$ cat src/rtl/and_64_reg.sv
// and_64_reg: registered bitwise AND for the andq ALU path.
// A per-bit gate array forms A & B combinationally; the result and its
// condition flags are captured together on the rising edge so the flags
// always describe exactly the value presented on OUTPUT.
module and_64_reg #(
    parameter int WIDTH = 64
) (
    input  logic             clk,
    input  logic             rst_n,
    input  logic             in_valid,
    input  logic [WIDTH-1:0] A,
    input  logic [WIDTH-1:0] B,
    output logic [WIDTH-1:0] OUTPUT,
    output logic             out_valid,
    output logic             zf,
    output logic             sf,
    output logic             of
);

    // Zero detection is split into byte-wide OR groups so the reduction
    // stays a shallow, regular tree instead of one wide OR.
    localparam int GROUP  = 8;
    localparam int NGROUP = (WIDTH + GROUP - 1) / GROUP;

    logic [WIDTH-1:0]  and_bus;
    logic [NGROUP-1:0] group_any;
    logic              zf_next;
    logic              sf_next;

    logic [WIDTH-1:0]  result_reg;
    logic              valid_reg;
    logic              zf_reg;
    logic              sf_reg;
    logic              of_reg;

    // One two-input AND gate per bit; no bit depends on any other.
    generate
        for (genvar gi = 0; gi < WIDTH; gi++) begin : g_and
            and u_and (and_bus[gi], A[gi], B[gi]);
        end
    endgenerate

    // First level of the zero detector: does each byte hold any set bit.
    generate
        for (genvar gi = 0; gi < NGROUP; gi++) begin : g_group
            localparam int LO = gi * GROUP;
            localparam int HI = ((gi + 1) * GROUP > WIDTH) ? WIDTH - 1 : (gi + 1) * GROUP - 1;
            assign group_any[gi] = |and_bus[HI:LO];
        end
    endgenerate

    // Flags computed from the same combinational bus that feeds the result
    // register, so zf and sf can never disagree with OUTPUT.
    always_comb begin
        zf_next = ~|group_any;
        sf_next = and_bus[WIDTH-1];
    end

    // Result/flag register: reset clears everything and wins over in_valid;
    // a valid operand pair captures, otherwise the last result is held and
    // only out_valid drops.
    always_ff @(posedge clk) begin
        if (!rst_n) begin
            result_reg <= '0;
            valid_reg  <= 1'b0;
            zf_reg     <= 1'b0;
            sf_reg     <= 1'b0;
            of_reg     <= 1'b0;
        end else begin
            valid_reg <= in_valid;
            if (in_valid) begin
                result_reg <= and_bus;
                zf_reg     <= zf_next;
                sf_reg     <= sf_next;
                // A logical AND can never overflow.
                of_reg     <= 1'b0;
            end
        end
    end

    assign OUTPUT    = result_reg;
    assign out_valid = valid_reg;
    assign zf        = zf_reg;
    assign sf        = sf_reg;
    assign of        = of_reg;

endmodule

$ cat config.mk
export PLATFORM = sky130hd
export DESIGN_NAME = and_64_reg
export DESIGN_NICKNAME = d
export VERILOG_FILES = /design/src/rtl/and_64_reg.sv
export SDC_FILE = /design/constraint.sdc
export NUM_CORES = 1
export LEC_CHECK = 0
export CORE_UTILIZATION = 36
export DETAILED_ROUTE_END_ITERATION = 16
export PLACE_DENSITY_LB_ADDON = 0.15
export RECOVER_POWER = 50
export SETUP_SLACK_MARGIN = 0.02
export SYNTH_ARGS = -nofsm -noshare
export SYNTH_HDL_FRONTEND = slang
export SYNTH_SLANG_ARGS = --single-unit
$ cat constraint.sdc
create_clock -name clk -period 2.1 [get_ports clk]
set_input_delay 0.525 -clock clk [delete_from_list [all_inputs] [get_ports clk]]
set_output_delay 0.525 -clock clk [all_outputs]
set_load 0.02 [all_outputs]
==> flow_summary_export.csv <==
group,metric,value,unit
status,run_status,"completed",
worst_setup_path,start_kind,"input pin",
placement,hpwl,7.37,mm
grt,grt_pass1_vias,3087,
floorplanning,row_count,32,
clocking,cts.sink_count,66,
yosys,synth_compound_area_share,24.8,%
yosys,yosys.area_share.simple,27.5,%
grt,antenna_found_initial,0,
yosys,synth_top_area_cell,"dfxtp_1",
power,power_leakage,1.81,nW
floorplanning,fp.dieArea,8620,µm²
timing,setup-tns-final,0,ps
timing,drv_slew,0,
placement,place.gp.congestion,0.839,
power,switching_power,0.757,mW
worst_setup_path,criticalPathCategory,"input pin to register",
worst_setup_path,crit_path_max_fanout,2,
grt,grt_pass1_wl,15.2,mm
yosys,synthAdderAreaFrac,0,%
timing,rsz0062_at_grt,"no",
yosys,netlist_area,2970,µm²
worst_setup_path,path_buf_inv,1,
routing,first_pass_iters,7,
clocking,cts_root_buf,"clkbuf_8",
cells_and_area,drive_gt1_share,5.15,%
cells_and_area,layout_commonest_cell,"clkdlybuf4s50_1",
floorplanning,die_y,92.9,µm
clocking,clock_latency,320,ps
yosys,synth_top_family_by_area,"simple AND/OR/NAND/NOR gates",
routing,dr_total_vias,3166,
routing,vias_per_cell,5.06,
floorplanning,core,7850,µm²
timing,slew_headroom,28.9,%
yosys,synth_fp_nets,460,
worst_setup_path,critPathSlowestCell,"or4_1",
worst_setup_path,endpoint_kind,"register",
yosys,synth_xor_area_share,0,%
cells_and_area,finalNonFillerCells,626,
timing,setup-violations-final,0,
clocking,htree_levels,3,
placement,io_buffers,197,
timing,post-route-period-util,92.4,%
cells_and_area,antennaDiodeCount,0,
placement,dp.cells,610,
cells_and_area,final_nets,650,
power,intPower,2.30,mW
power,p_comb_share,21.3,%
yosys,synth_top_area_share,44.5,%
power,cellPowerDensity,584,nW/µm²
timing,finClkSkew,0,ps
grt,grt_max_degree,130,
routing,wl_per_cell,15.7,µm
yosys,ys_ff_latch,66,
clocking,numCtsBuffers,9,
worst_hold_path,hp-class,"input pin to register",
yosys,synthTopCellsByArea,"dfxtp_1, a21boi_1, nand2b_1, nand3_1, a22oi_1",
timing,worst_pin_slew,1070,ps
timing,finalHoldViolations,0,
worst_setup_path,crit_chain,"clkdlybuf4s50_1 -> a22o_1 -> a221oi_2 -> nand3_1 -> or4_1 -> o21ai_1",
clocking,cts_tree,"yes",
yosys,synth_edf_count,0,
power,switching_share,24.8,%
grt,overflow,0,
timing,period_needed,1940,ps
yosys,synthCells,329,
cells_and_area,areaGrowthSynthToFinish,76.0,%
floorplanning,num_io_pins,199,
power,peakVddDrop,0.350,mV
grt,grt_use_total,22.9,%
yosys,yosys_warnings,0,
yosys,ys_seq_area_share,44.5,%
yosys,async_flop_share,0,%
flow_run,maxCapViolCount,0,
clocking,cts_buffer_depth,2,
floorplanning,start_util,37.9,%
routing,wl,9.85,mm
power,clockPowerShare,35.4,%
routing,ant_nets,0,
worst_setup_path,required,2360,ps
timing,max_freq,515,MHz
worst_setup_path,slowest_delay,490,ps
cells_and_area,layout_common_cells,"clkdlybuf4s50_1, dfxtp_1, nand3_1",
yosys,avgSynthCellArea,9.03,µm²
floorplanning,die_w,92.9,µm
yosys,synth.distinct_cells,21,
cells_and_area,largest_reg_flops,64,
clocking,clkSlewWorstSetupHoldPaths,70,ps
worst_setup_path,cpLargestDelayFamily,"simple AND/OR/NAND/NOR gates",
power,seq_power_share,43.3,%
routing,route.detailed.drc,0,
routing,drt_iter0_drc,138,
worst_setup_path,cp.arrival,2200,ps
yosys,synth_mux_area_share,0,%
yosys,synth-main-ff-cell,"dfxtp_1",
==> per-layer routing <==
| metal | up-vias | global-route usage, % | share of wire, % | wire length, µm |
|---|---|---|---|---|
| met5 | - | 0 | 0 | 0 |
| met4 | 0 | 8.33 | 1.9 | 189 |
| met3 | 14 | 6.40 | 7.9 | 782 |
| met2 | 120 | 39.6 | 49 | 4870 |
| met1 | 1469 | 26.7 | 41 | 4010 |
| li1 | 1563 | - | - | - |
==> metrics by stage <==
step,setup WS [ps],cell area [µm²],hold slack (ps),power [mW],util (%)
after detailed placement,-282,5020,461,2.01,64.0
after global routing,92.9,5230,466,3.20,66.7
after CTS,40.4,5220,446,3.09,66.6
after global placement,-282,5020,455,2.00,64.0
final,159,5230,470,3.05,66.7
after floorplan,451,2970,546,1.58,-
==> synthesized netlist by cell type, drive strengths merged, types with 2 or more instances <==
| master | instances |
|---|---|
| nand2 | 3 |
| dfxtp | 66 |
| nand3 | 66 |
| a22o | 5 |
| nand2b | 64 |
| a221oi | 3 |
| a21boi | 64 |
| clkbuf | 21 |
| a22oi | 22 |
| nand4 | 4 |
| or4 | 2 |
| buf | 2 |
==> worst paths after layout <==
check        startpoint    endpoint  slack (ps)  cells past startpoint
max               A[45]          zf         160                      6
min               rst_n   out_valid         470                      2
max reg2reg  OUTPUT[17]  OUTPUT[17]        1420                      2
min reg2reg   OUTPUT[9]   OUTPUT[9]         480                      2
==> kinds of logic (layout without fill, tap and decap cells) <==
family | after synthesis | in the layout
AND/OR/NAND/NOR | 143 | 143
buffers and inverters | 23 | 218
flip-flops | 66 | 66
AO/OA/AOI/OAI | 96 | 96
other | 1 | 1
==> what timing repair did <==
item	4_1_cts	5_1_grt
setup endpoints to repair	0	1
gates resized for setup	0	2
setup buffers	0	0
hold buffers	0	0
==> power by group through the flow <==
stage	registers [mW]	logic [mW]	clock network, mW
floorplan	1.41	0.175	0
global placement	1.35	0.652	0
detailed placement	1.35	0.656	0
CTS	1.32	0.660	1.11
global route	1.33	0.696	1.18
finish	1.32	0.650	1.08
==> layout make-up <==
cell class                 count  area [µm²]
fill                         677        2620
clock buffer                  11         151
sequential                    66        1320
multi-input combinational    240        1570
clock inverter                 5        52.6
tap                          102         128
timing repair buffer         202        2010
(Power assumes the default switching activity.)
